===== src/rtl/mem_arbiter_if.sv =====
// Port bundle for mem_arbiter: IF and MEM requester handshakes plus the RAM side.
// slave = arbiter view; master = requesters and RAM.
interface mem_arbiter_if #(parameter int CNT_W = 32);
  logic              if_req_i;
  logic [31:0]       if_addr_i;
  logic              if_ack_o;
  logic [31:0]       if_rdata_o;
  logic              if_stall_o;
  logic              mem_req_i;
  logic              mem_we_i;
  logic [31:0]       mem_addr_i;
  logic [3:0]        mem_sel_i;
  logic [31:0]       mem_wdata_i;
  logic              mem_ack_o;
  logic [31:0]       mem_rdata_o;
  logic              mem_stall_o;
  logic              ram_ce_o;
  logic              ram_we_o;
  logic [31:0]       ram_addr_o;
  logic [3:0]        ram_sel_o;
  logic [31:0]       ram_wdata_o;
  logic [CNT_W-1:0]  ram_cnt_o;
  logic              ram_hit_i;
  logic [31:0]       ram_rdata_i;

  modport slave (
    input  if_req_i, if_addr_i, mem_req_i, mem_we_i, mem_addr_i, mem_sel_i, mem_wdata_i,
           ram_hit_i, ram_rdata_i,
    output if_ack_o, if_rdata_o, if_stall_o, mem_ack_o, mem_rdata_o, mem_stall_o,
           ram_ce_o, ram_we_o, ram_addr_o, ram_sel_o, ram_wdata_o, ram_cnt_o
  );

  modport master (
    output if_req_i, if_addr_i, mem_req_i, mem_we_i, mem_addr_i, mem_sel_i, mem_wdata_i,
           ram_hit_i, ram_rdata_i,
    input  if_ack_o, if_rdata_o, if_stall_o, mem_ack_o, mem_rdata_o, mem_stall_o,
           ram_ce_o, ram_we_o, ram_addr_o, ram_sel_o, ram_wdata_o, ram_cnt_o
  );
endinterface


===== src/rtl/mem_arbiter.sv =====
// Arbitrates the single-ported RAM between IF (read-only) and MEM (load/store) and drives the
// RAM latency counter. MEM_ARB_RR_EN selects round-robin on contention; default is MEM-first.
module mem_arbiter #(
  parameter int LATENCY = 200,
  parameter int CNT_W   = 32
) (
  input  logic          clk,
  input  logic          rst_n,
  mem_arbiter_if.slave  bus
);
  localparam logic [2:0] IDLE    = 3'd0;
  localparam logic [2:0] RD      = 3'd1;
  localparam logic [2:0] RD_CHK  = 3'd2;
  localparam logic [2:0] WR      = 3'd3;
  localparam logic [2:0] WR_DONE = 3'd4;

  localparam logic             OWN_IF  = 1'b0;
  localparam logic             OWN_MEM = 1'b1;
  localparam logic [CNT_W-1:0] LAT     = CNT_W'(LATENCY);
  localparam logic [CNT_W-1:0] ONE     = CNT_W'(1);

  logic [2:0]       state;
  logic [CNT_W-1:0] cnt;
  logic             owner;
  logic             run_q;
  logic [31:0]      addr_q, wdata_q, if_rdata_q, mem_rdata_q;
  logic [3:0]       sel_q;
  logic             grant_mem, rd_hit, if_ack, mem_rd_ack, mem_ack;

`ifdef MEM_ARB_RR_EN
  logic last_grant;
  assign grant_mem = bus.mem_req_i & (~bus.if_req_i | (last_grant == OWN_IF));
`else
  assign grant_mem = bus.mem_req_i;
`endif

  assign rd_hit     = (state == RD_CHK) & bus.ram_hit_i;
  assign if_ack     = rd_hit & (owner == OWN_IF);
  assign mem_rd_ack = rd_hit & (owner == OWN_MEM);
  assign mem_ack    = mem_rd_ack | (state == WR_DONE);

  always_ff @(posedge clk or negedge rst_n) begin
    if (!rst_n) begin
      state       <= IDLE;
      cnt         <= '0;
      owner       <= OWN_IF;
      run_q       <= 1'b0;
      addr_q      <= '0;
      sel_q       <= '0;
      wdata_q     <= '0;
      if_rdata_q  <= '0;
      mem_rdata_q <= '0;
`ifdef MEM_ARB_RR_EN
      last_grant  <= OWN_IF;
`endif
    end else begin
      run_q <= 1'b1;
      if (if_ack)     if_rdata_q  <= bus.ram_rdata_i;
      if (mem_rd_ack) mem_rdata_q <= bus.ram_rdata_i;
      case (state)
        IDLE: if (bus.if_req_i | bus.mem_req_i) begin
          owner   <= grant_mem ? OWN_MEM : OWN_IF;
          addr_q  <= grant_mem ? bus.mem_addr_i : bus.if_addr_i;
          sel_q   <= grant_mem ? bus.mem_sel_i : 4'hF;
          wdata_q <= grant_mem ? bus.mem_wdata_i : 32'h0;
          cnt     <= '0;
          state   <= (grant_mem & bus.mem_we_i) ? WR : RD;
`ifdef MEM_ARB_RR_EN
          last_grant <= grant_mem ? OWN_MEM : OWN_IF;
`endif
        end
        RD: state <= RD_CHK;
        RD_CHK: begin
          if (bus.ram_hit_i) begin
            state <= IDLE;
          end else begin
            // A miss at LATENCY is retried too: the RAM refills at that point.
            if (cnt < LAT) cnt <= cnt + ONE;
            state <= RD;
          end
        end
        WR: begin
          if (cnt == LAT) state <= WR_DONE;
          else            cnt   <= cnt + ONE;
        end
        WR_DONE: state <= IDLE;
        default: state <= IDLE;
      endcase
    end
  end

  // run_q keeps the stalls low while reset is held, so every output reads 0 in reset.
  assign bus.if_ack_o    = if_ack;
  assign bus.if_rdata_o  = if_ack ? bus.ram_rdata_i : if_rdata_q;
  assign bus.if_stall_o  = run_q & bus.if_req_i & ~if_ack;
  assign bus.mem_ack_o   = mem_ack;
  assign bus.mem_rdata_o = mem_rd_ack ? bus.ram_rdata_i : mem_rdata_q;
  assign bus.mem_stall_o = run_q & bus.mem_req_i & ~mem_ack;

  assign bus.ram_ce_o    = (state == RD) | (state == RD_CHK) | (state == WR);
  assign bus.ram_we_o    = (state == WR);
  assign bus.ram_addr_o  = addr_q;
  assign bus.ram_sel_o   = sel_q;
  assign bus.ram_wdata_o = wdata_q;
  assign bus.ram_cnt_o   = cnt;
endmodule


===== src/flat_wrapper.sv =====
// flat-port wrapper written by rule: the top's interface ports become plain ports
module mem_arbiter_flat 
#(
  parameter int LATENCY = 200,
  parameter int CNT_W   = 32
)
  (clk, rst_n, bus_if_req_i, bus_if_addr_i, bus_mem_req_i, bus_mem_we_i, bus_mem_addr_i, bus_mem_sel_i, bus_mem_wdata_i, bus_ram_hit_i, bus_ram_rdata_i, bus_if_ack_o, bus_if_rdata_o, bus_if_stall_o, bus_mem_ack_o, bus_mem_rdata_o, bus_mem_stall_o, bus_ram_ce_o, bus_ram_we_o, bus_ram_addr_o, bus_ram_sel_o, bus_ram_wdata_o, bus_ram_cnt_o);
  mem_arbiter_if #(.CNT_W(CNT_W)) bus_i ();
  input  logic clk;
  input  logic rst_n;
  input wire logic [$bits(bus_i.if_req_i)-1:0] bus_if_req_i;
  input wire logic [$bits(bus_i.if_addr_i)-1:0] bus_if_addr_i;
  input wire logic [$bits(bus_i.mem_req_i)-1:0] bus_mem_req_i;
  input wire logic [$bits(bus_i.mem_we_i)-1:0] bus_mem_we_i;
  input wire logic [$bits(bus_i.mem_addr_i)-1:0] bus_mem_addr_i;
  input wire logic [$bits(bus_i.mem_sel_i)-1:0] bus_mem_sel_i;
  input wire logic [$bits(bus_i.mem_wdata_i)-1:0] bus_mem_wdata_i;
  input wire logic [$bits(bus_i.ram_hit_i)-1:0] bus_ram_hit_i;
  input wire logic [$bits(bus_i.ram_rdata_i)-1:0] bus_ram_rdata_i;
  output wire logic [$bits(bus_i.if_ack_o)-1:0] bus_if_ack_o;
  output wire logic [$bits(bus_i.if_rdata_o)-1:0] bus_if_rdata_o;
  output wire logic [$bits(bus_i.if_stall_o)-1:0] bus_if_stall_o;
  output wire logic [$bits(bus_i.mem_ack_o)-1:0] bus_mem_ack_o;
  output wire logic [$bits(bus_i.mem_rdata_o)-1:0] bus_mem_rdata_o;
  output wire logic [$bits(bus_i.mem_stall_o)-1:0] bus_mem_stall_o;
  output wire logic [$bits(bus_i.ram_ce_o)-1:0] bus_ram_ce_o;
  output wire logic [$bits(bus_i.ram_we_o)-1:0] bus_ram_we_o;
  output wire logic [$bits(bus_i.ram_addr_o)-1:0] bus_ram_addr_o;
  output wire logic [$bits(bus_i.ram_sel_o)-1:0] bus_ram_sel_o;
  output wire logic [$bits(bus_i.ram_wdata_o)-1:0] bus_ram_wdata_o;
  output wire logic [$bits(bus_i.ram_cnt_o)-1:0] bus_ram_cnt_o;
  assign bus_i.if_req_i = bus_if_req_i;
  assign bus_i.if_addr_i = bus_if_addr_i;
  assign bus_i.mem_req_i = bus_mem_req_i;
  assign bus_i.mem_we_i = bus_mem_we_i;
  assign bus_i.mem_addr_i = bus_mem_addr_i;
  assign bus_i.mem_sel_i = bus_mem_sel_i;
  assign bus_i.mem_wdata_i = bus_mem_wdata_i;
  assign bus_i.ram_hit_i = bus_ram_hit_i;
  assign bus_i.ram_rdata_i = bus_ram_rdata_i;
  assign bus_if_ack_o = bus_i.if_ack_o;
  assign bus_if_rdata_o = bus_i.if_rdata_o;
  assign bus_if_stall_o = bus_i.if_stall_o;
  assign bus_mem_ack_o = bus_i.mem_ack_o;
  assign bus_mem_rdata_o = bus_i.mem_rdata_o;
  assign bus_mem_stall_o = bus_i.mem_stall_o;
  assign bus_ram_ce_o = bus_i.ram_ce_o;
  assign bus_ram_we_o = bus_i.ram_we_o;
  assign bus_ram_addr_o = bus_i.ram_addr_o;
  assign bus_ram_sel_o = bus_i.ram_sel_o;
  assign bus_ram_wdata_o = bus_i.ram_wdata_o;
  assign bus_ram_cnt_o = bus_i.ram_cnt_o;
  mem_arbiter #(.LATENCY(LATENCY), .CNT_W(CNT_W)) u_core (.clk(clk), .rst_n(rst_n), .bus(bus_i));
endmodule

===== config.mk =====
export PLATFORM = sky130hd
export DESIGN_NAME = mem_arbiter_flat
export DESIGN_NICKNAME = d
export VERILOG_FILES = /design/src/rtl/mem_arbiter_if.sv /design/src/rtl/mem_arbiter.sv /design/src/flat_wrapper.sv
export SDC_FILE = /design/constraint.sdc
export NUM_CORES = 1
export LEC_CHECK = 0
export BUFFER_PORTS_ARGS = -buffer_cell sky130_fd_sc_hd__buf_2
export CORE_ASPECT_RATIO = 0.9
export CORE_MARGIN = 2
export CORE_UTILIZATION = 48
export CTS_CLUSTER_DIAMETER = 80
export DETAILED_ROUTE_END_ITERATION = 10
export PLACE_DENSITY = 0.93
export SLEW_MARGIN = 40
export SYNTH_ARGS = -nofsm -noshare
export SYNTH_HDL_FRONTEND = slang
export SYNTH_SLANG_ARGS = --single-unit

===== constraint.sdc =====
create_clock -name clk -period 3.2 [get_ports clk]
set_input_delay 0.48 -clock clk [delete_from_list [all_inputs] [get_ports clk]]
set_output_delay 0.48 -clock clk [all_outputs]
set_load 0.03 [all_outputs]

## After elaboration in Yosys (flattened, before gate mapping)

Cells that the tools add are included.

| operators by class | value |
|---|---|
| $lt $le $gt $ge | 1 |
| equal/unequal tests | 10 |
| bitwise operators | 15 |
| add/sub/neg operators | 1 |
| mux-type cells | 16 |
| reductions and logical operators | 5 |

Operators by type and width:

| kind | number |
|---|---|
| two-way mux 32 bit | 8 |
| case mux 32 bit (3 select lines) | 1 |
| adder 32 x 1 -> 32 bit (second input constant) | 1 |
| == test 32 x 8 -> 1 bit (second input constant) | 1 |
| less-than comparator 32 x 8 -> 1 bit (second input constant) | 1 |
| case mux 3 bit (4 select lines) | 1 |
| AND 1 bit | 8 |
| == test 3 x 2 -> 1 bit (second input constant) | 2 |
| two-way mux 3 bit | 2 |
| != test 2 bit (second input constant) | 3 |
| AND reduction 5 bit | 1 |
| two-way mux 4 bit | 1 |
| != test 2 x 1 -> 1 bit (second input constant) | 2 |
| bitwise OR 1 bit | 4 |
| AND reduction 2 bit | 2 |
| == test 3 x 1 -> 1 bit (second input constant) | 1 |
| == test 3 bit (second input constant) | 1 |
| logical NOT 3 bit | 1 |
| NOT 1 bit | 3 |
| nonzero test 3 bit | 1 |
| two-way mux 1 bit | 2 |
| two-way mux 2 bit | 1 |

| word-level totals | value |
|---|---|
| register bits after elaboration | 169 |
| input bits | 138 |
| output and inout port bits | 170 |
| logic and storage cells | 57 |

## Longest topological paths before layout

Gate-level depths: netlist (run 1).

| logic depth | value |
|---|---|
| depth after elaboration | 6 |
| mapped depth | 9 |
| gate-level depth less buffers | 8 |

## Worst setup path after synthesis (run 1)

No wires, ideal clock.

| timing path | value |
|---|---|
| kind | register to output |
| start | reg u_core.state[0] |
| end | out bus_if_rdata_o[23] |
| path slack | 0.605 ns |
| required time | 2.720 ns |
| buffers on the path | 2 |
| cell stages (with the launch flop) | 5 |
| data arrival time | 2.115 ns |
| cells stage by stage | dfrtp_1 clkbuf_1 nor4_1 buf_2 mux2_2 |

| between the ends | value |
|---|---|
| longest elaborated chain between the ends | 4 |

RTL lines:

| element | RTL line | text |
|---|---|---|
| start, declared | mem_arbiter.sv:22 | `logic [2:0] state;` |
| start signal, assigned | mem_arbiter.sv:67 | `state <= (grant_mem & bus.mem_we_i) ? WR : RD;` |
| == test 3 x 2 -> 1 bit | mem_arbiter.sv:37 | `assign rd_hit = (state == RD_CHK) & bus.ram_hit_i;` |
| AND 1 bit | mem_arbiter.sv:37 |  |
| AND 1 bit | mem_arbiter.sv:38 | `assign if_ack = rd_hit & (owner == OWN_IF);` |
| via bus_if_ack_o | flat_wrapper.sv:20 | `output wire logic [$bits(bus_i.if_ack_o)-1:0] bus_if_ack_o;` |
| two-way mux 32 bit | -- |  |
| end, declared | flat_wrapper.sv:21 | `output wire logic [$bits(bus_i.if_rdata_o)-1:0] bus_if_rdata_o;` |

The timed path passes the listed nets, and every way through them passes these cells.

## Worst setup path in the final report (run 1)

| timing path | value |
|---|---|
| start | reg u_core.state[2] |
| end | out bus_mem_rdata_o[6] |

| between the ends | value |
|---|---|
| longest elaborated chain between the ends | 4 |

RTL lines:

| element | RTL line | text |
|---|---|---|
| == test 3 x 2 -> 1 bit | mem_arbiter.sv:37 |  |
| AND 1 bit | mem_arbiter.sv:37 |  |
| AND 1 bit | mem_arbiter.sv:39 | `assign mem_rd_ack = rd_hit & (owner == OWN_MEM);` |
| two-way mux 32 bit | -- |  |
| end, declared | flat_wrapper.sv:24 | `output wire logic [$bits(bus_i.mem_rdata_o)-1:0] bus_mem_rdata_o;` |

Every way passes these cells.

==> results of run 1 <==
[synth_stat cells (2+ instances only)]
cell | number | area, sq um
o211ai_2 | 2 | 25.0
buf_6 | 2 | 22.5
buf_1 | 4 | 15.0
a22o_1 | 32 | 280
a21oi_1 | 26 | 130
or3_1 | 18 | 113
nor3_1 | 4 | 20.0
ha_1 | 2 | 25.0
and3_1 | 3 | 18.8
mux2i_1 | 32 | 320
a31o_2 | 3 | 26.3
o22a_1 | 4 | 35.0
nor2_1 | 17 | 63.8
nand4_1 | 6 | 37.5
o31ai_1 | 3 | 22.5
mux2_2 | 64 | 721
nand3_1 | 11 | 55.1
and4_1 | 2 | 17.5
clkbuf_1 | 24 | 90.1
a31oi_1 | 2 | 12.5
nor4_1 | 7 | 43.8
o21ai_0 | 52 | 260
nand2_1 | 63 | 236
buf_2 | 3 | 15.0
or4_1 | 4 | 30.0
dfrtp_1 | 169 | 4230
and2_1 | 4 | 25.0
o211ai_1 | 3 | 22.5
inv_1 | 8 | 30.0
[power by group through the flow]
stage | combinational (uW) | sequential, uW | clock [uW]
after floorplan | 2490 | 4190 | 0
after global placement | 4670 | 3360 | 0
after detailed placement | 4780 | 3410 | 0
after CTS | 4800 | 3390 | 2020
after global routing | 5040 | 3480 | 2110
final | 4770 | 3390 | 2000
[final cells by class]
cell class / count / area share
Sequential cell: 169 / 0.446
Multi-Input combinational cell: 385 / 0.288
Timing Repair Buffer: 319 / 0.175
Clock buffer: 17 / 0.0449
Tap cell: 198 / 0.0261
Clock inverter: 15 / 0.0152
Inverter: 8 / 0.00317
Antenna cell: 2 / 0.000528
[metrics by stage]
step / area, sq um / worst slack [ns] / hold slack, ns / total power, uW / instances
2_1_floorplan: 7120 / 0.605 / 0.184 / 6670 / 595
3_3_place_gp: 8890 / 0.726 / 0.377 / 8030 / 1078
3_5_place_dp: 8890 / 0.610 / 0.380 / 8190 / 1078
4_1_cts: 9470 / 0.391 / 0.250 / 10200 / 1111
5_1_grt: 9470 / 0.240 / 0.246 / 10600 / 1111
6_report: 9470 / 0.415 / 0.261 / 10200 / 1113
[critical path, delay by kind of cell (launching register included)]
family                 cells  cell delay (ns)
DFF                        1             0.43
and+or+nand+nor            3             0.66
buffers and inverters      2             0.45
muxes                      1             0.33
[path summary, 6_finish.rpt]
kind / from / to / slack [ns] / cells after the start
worst max-delay path: u_core.state[2] / bus_mem_rdata_o[6] / 0.41 / 6
max in group asynchronous: rst_n / u_core.bus.ram_wdata_o[30] / 2.01 / 3
min in group asynchronous: rst_n / u_core.bus.ram_cnt_o[23] / 0.49 / 2
worst min register to register: u_core.bus.ram_addr_o[6] / u_core.bus.ram_addr_o[6] / 0.48 / 2
worst min-delay path: bus_mem_wdata_i[12] / u_core.bus.ram_wdata_o[12] / 0.26 / 2
worst max register to register: u_core.bus.ram_cnt_o[28] / u_core.bus.ram_cnt_o[31] / 0.56 / 6
[layout by cell type (no fill, tap or decap), types with 9 or more instances in the layout]
cell type | netlist | final
a21oi_1 | 26 | 26
dfrtp_1 | 169 | 169
nand3_1 | 11 | 11
buf_4 | 0 | 9
or3_1 | 18 | 18
nor2_1 | 17 | 17
clkbuf_16 | 0 | 17
mux2i_1 | 32 | 32
mux2_2 | 64 | 64
o21ai_0 | 52 | 52
a22o_1 | 32 | 32
nand2_1 | 63 | 63
buf_2 | 3 | 306
[flip-flops by register name, summed over array words and instances (netlist names)]
| name | cells |
|---|---|
| u_core.run_q | 1 |
| u_core.bus.ram_sel_o | 4 |
| u_core.mem_rdata_q | 32 |
| u_core.owner | 1 |
| u_core.bus.ram_cnt_o | 32 |
| u_core.if_rdata_q | 32 |
| u_core.bus.ram_wdata_o | 32 |
| u_core.state | 3 |
| u_core.bus.ram_addr_o | 32 |
[metal layers]
| metal | vias up | global-route usage | wire [um] | part of all wire |
|---|---|---|---|---|
| met1 | 2929 | 0.296 | 7700 | 0.39 |
| li1 | 2778 | - | - | - |
| met4 | 0 | 0.122 | 839 | 0.042 |
| met2 | 276 | 0.426 | 9980 | 0.50 |
| met3 | 49 | 0.0718 | 1440 | 0.072 |
| met5 | - | 0 | 0 | 0 |
[kinds of logic after synthesis]
kind of cell	after synthesis	share of synthesized area
xor gates and xnor gates	2	0.00246
buffers and inverters	41	0.0243
AOI/OAI and AO/OA	138	0.128
other	1	0.000527
DFF	169	0.594
muxes	96	0.146
and+or+nand+nor	146	0.101
adders and majority gates	2	0.00352
==> flow_metrics.tcl, run 1 <==
set metrics [dict create \
    status "finished, final reports clean" \
    drt_iter0_drc 350 \
    die_w_um 132 \
    start_util 0.487 \
    fin_nets 1040 \
    grt_usage 0.251 \
    cts_tree "built" \
    slowest_stage "dfrtp_1" \
    clock_latency_ns 0.43 \
    internal_power_uw 5530 \
    postRouteAntennaNets 0 \
    crit_chain "nand2b_1, nor2_1, nand3_1, buf_4, mux2_2, buf_2" \
    cts-buffers-inserted 17 \
    leakage_uw 0.00484 \
    syn_area_per_cell_sq_um 12.0 \
    post_cts_buffers 0 \
    min_period_ns 2.79 \
    switching_share 0.456 \
    drc 0 \
    grt_antenna_before_repair 2 \
    synthCells 595 \
    syn_to_final_growth_pct 33.1 \
    vias_per_cell 5.42 \
    hold_buffers 1 \
    io_pins 308 \
    crit_type "reg2out" \
    grt_pass1_vias 5941 \
    maxSlewHeadroom 0.536 \
    p_per_area_nw_per_um2 1070 \
    synth-main-ff-cell "dfrtp_1" \
    cap_violations 0 \
    setup_tns_ns 0 \
    cp-start-kind "flip-flop" \
    pwr-share-clk 0.196 \
    hold_viol 0 \
    utilization 0.649 \
    finalWirelength_mm 20.0 \
    htreeDepth 4 \
    syn-cell-area_sq_um 7120 \
    drive_above_1_share 0.468 \
    crit_fanout 24 \
    port_buffers 307 \
    ys_types 50 \
    drv_slew 0 \
    combPwrFrac 0.470 \
    ir_worst_vdd_v 0.000736 \
    max_stage_delay_ns 0.43 \
    synth_edf_count 0 \
    ys_seq_area_frac 0.594 \
    root_buffer "clkbuf_16" \
    clkSinkCount 169 \
    final-seq-area_sq_um 4230 \
    grt_pass1_wl_mm 31.0 \
    cp.arrival_ns 2.31 \
    finalClockSkew_ns 0.0116 \
    rsz0062_at_grt "false" \
    setup_viol 0 \
    wl_per_cell_um 17.9 \
    ys_ff_latch 169 \
    clk_pin_slew_worst_paths_ns 0.07 \
    rows 42 \
    cp-end-kind "output port" \
    grt-ovfl-total 0 \
    hpwl_mm 14.3 \
    async_flop_share 1.00 \
    grt_max_degree 77 \
    required_ns 2.72 \
    max_freq_mhz 359 \
    power.share.sequential 0.334 \
    gp_congestion 0.871 \
    multiInputGateArea_sq_um 2730 \
    die_h_um 120 \
    clockBufferDepth 2 \
    num_vias 6032 \
    drt-pass1-iter-count 5 \
    switchingPower_uw 4630 \
    fin_crit_sh 0.870 \
    hp-class "in2reg" \
    worst_pin_slew_ns 0.697 \
    core_area_sq_um 14600 \
    ctsResizeCount 0 \
    ys_warn_count 0 \
    synth_fp_nets 735 \
    nFillCells 1138 \
    die_area_sq_um 15800 \
]
Note: power is estimated with default switching activity, not from simulation.
==> run 2, diff against run 1 <==
--- a/config.mk
+++ b/config.mk
@@ -7,7 +7,6 @@
 export LEC_CHECK = 0
 export BUFFER_PORTS_ARGS = -buffer_cell sky130_fd_sc_hd__buf_2
 export CORE_ASPECT_RATIO = 0.9
-export CORE_MARGIN = 2
 export CORE_UTILIZATION = 48
 export CTS_CLUSTER_DIAMETER = 80
 export DETAILED_ROUTE_END_ITERATION = 10
==> flow_metrics.tcl, run 2 (synthesized netlist as in run 1, its figures left out) <==
set metrics [dict create \
    status "finished, final reports clean" \
    hp-class "in2reg" \
    fin_cells 1105 \
    hpwl_mm 14.5 \
    crit_end "bus_mem_rdata_o[9]" \
    postRouteAntennaNets 0 \
    crit_cells 6 \
    cts-buffers-inserted 17 \
    max_freq_mhz 352 \
    crit_chain "nand2b_1, nor2_1, nand3_2, buf_4, mux2_2, buf_2" \
    port_buffers 307 \
    cp-end-kind "output port" \
    crit_type "reg2out" \
    grt_antenna_before_repair 2 \
    pwr-share-clk 0.200 \
    clkSinkCount 169 \
    gp_congestion 0.911 \
    rows 41 \
    min_delay_path_depth 2 \
    start_util 0.499 \
    leakage_uw 0.00485 \
    cap_violations 0 \
    clockBufferDepth 2 \
    startpoint "u_core.state[2]" \
    core_area_sq_um 14300 \
    maxSlewHeadroom 0.594 \
    slowest_stage "dfrtp_1" \
    min_period_ns 2.84 \
    root_buffer "clkbuf_16" \
    mostFrequentLayoutCells "buf_2 (306), dfrtp_1 (169), mux2_2 (64)" \
    rrSetupSlack_ns 0.59 \
    fin_crit_sh 0.889 \
    cts_tree "built" \
    power.share.sequential 0.332 \
    drc 0 \
    critPathBufInv 2 \
    io_pins 308 \
    cp-start-kind "flip-flop" \
    clk_pin_slew_worst_paths_ns 0.07 \
    p_per_area_nw_per_um2 1080 \
    drt-pass1-iter-count 4 \
    final_area_sq_um 9490 \
    dp_cells 1071 \
    rsz0062_at_grt "false" \
    finalClockSkew_ns 0.0112 \
    drt_iter0_drc 355 \
    hold_viol 0 \
    required_ns 2.72 \
    critPathTopFamily "simple AND/OR/NAND/NOR gates" \
    setup_tns_ns 0 \
    combPwrFrac 0.468 \
    syn_to_final_growth_pct 33.4 \
    switching_share 0.450 \
    ctsResizeCount 0 \
    die_w_um 130 \
    htreeDepth 4 \
    num_vias 5961 \
    finalWirelength_mm 19.6 \
    grt_pass1_wl_mm 30.8 \
    fin_nets 1038 \
    final_common_cell "buf_2" \
    rr_worst_depth 6 \
    worst_r2r_endpoint "u_core.bus.ram_cnt_o[31]" \
    place_area_sq_um 8890 \
    grt_usage 0.266 \
    internal_power_uw 5630 \
    clock_latency_ns 0.42 \
    grt_pass1_vias 6007 \
    r2r_start "u_core.bus.ram_cnt_o[29]" \
    cp.arrival_ns 2.36 \
    switchingPower_uw 4600 \
    die_h_um 118 \
    crit_fanout 33 \
    wl_per_cell_um 17.8 \
    vias_per_cell 5.39 \
    ir_worst_vdd_v 0.000979 \
    worst_pin_slew_ns 0.609 \
    drv_slew 0 \
    die_area_sq_um 15300 \
    setup_viol 0 \
    max_stage_delay_ns 0.44 \
    drive_above_1_share 0.467 \
    grt-ovfl-total 0 \
    grt_max_degree 107 \
]
-- run 2: power groups by stage --
stage	combinational, uW	sequential (uW)	clock, uW
6_report	4790	3400	2040
5_1_grt	5050	3500	2170
2_1_floorplan	2490	4190	0
4_1_cts	4820	3400	2080
3_3_place_gp	4680	3360	0
3_5_place_dp	4810	3420	0
-- run 2: cell type report --
cell class,count,area [sq um]
Tap cell,193,241
Clock inverter,13,149
Clock buffer,19,443
Sequential cell,169,4230
Antenna cell,1,2.50
Timing Repair Buffer,317,1660
Inverter,8,30.0
Fill cell,1111,4770
Multi-Input combinational cell,385,2740
-- run 2: through the flow --
step                hold WS [ns]  utilization  total power [uW]  setup slack, ns
floorplan                  0.184            -              6670            0.605
global placement           0.427        0.623              8040            0.752
detailed placement         0.430        0.623              8230            0.648
CTS                        0.244        0.665             10300            0.340
global route               0.248        0.665             10700            0.200
finish                     0.263        0.665             10200            0.356
-- run 2: timing repair --
item,4_1_cts,5_1_grt
hold endpoints to repair,40,0
hold buffers,1,0
setup buffers,0,0
-- run 2: worst min path at each step --
| stage | start | to |
|---|---|---|
| after CTS | bus_mem_sel_i[0] | u_core.bus.ram_sel_o[0] |
| after detailed placement | rst_n | u_core.bus.ram_addr_o[27] |
| final | bus_mem_sel_i[0] | u_core.bus.ram_sel_o[0] |
| after global placement | rst_n | u_core.bus.ram_addr_o[27] |
| after global routing | bus_mem_sel_i[3] | u_core.bus.ram_sel_o[3] |
| after floorplan | rst_n | u_core.bus.ram_addr_o[0] |
-- run 2: metal layers --
layer | global-route usage | vias to the layer above | part of all wire
met5 | 0 | - | 0.00066
met4 | 0.106 | 2 | 0.025
met3 | 0.0723 | 39 | 0.065
met2 | 0.450 | 216 | 0.51
met1 | 0.318 | 2937 | 0.40
li1 | - | 2767 | -
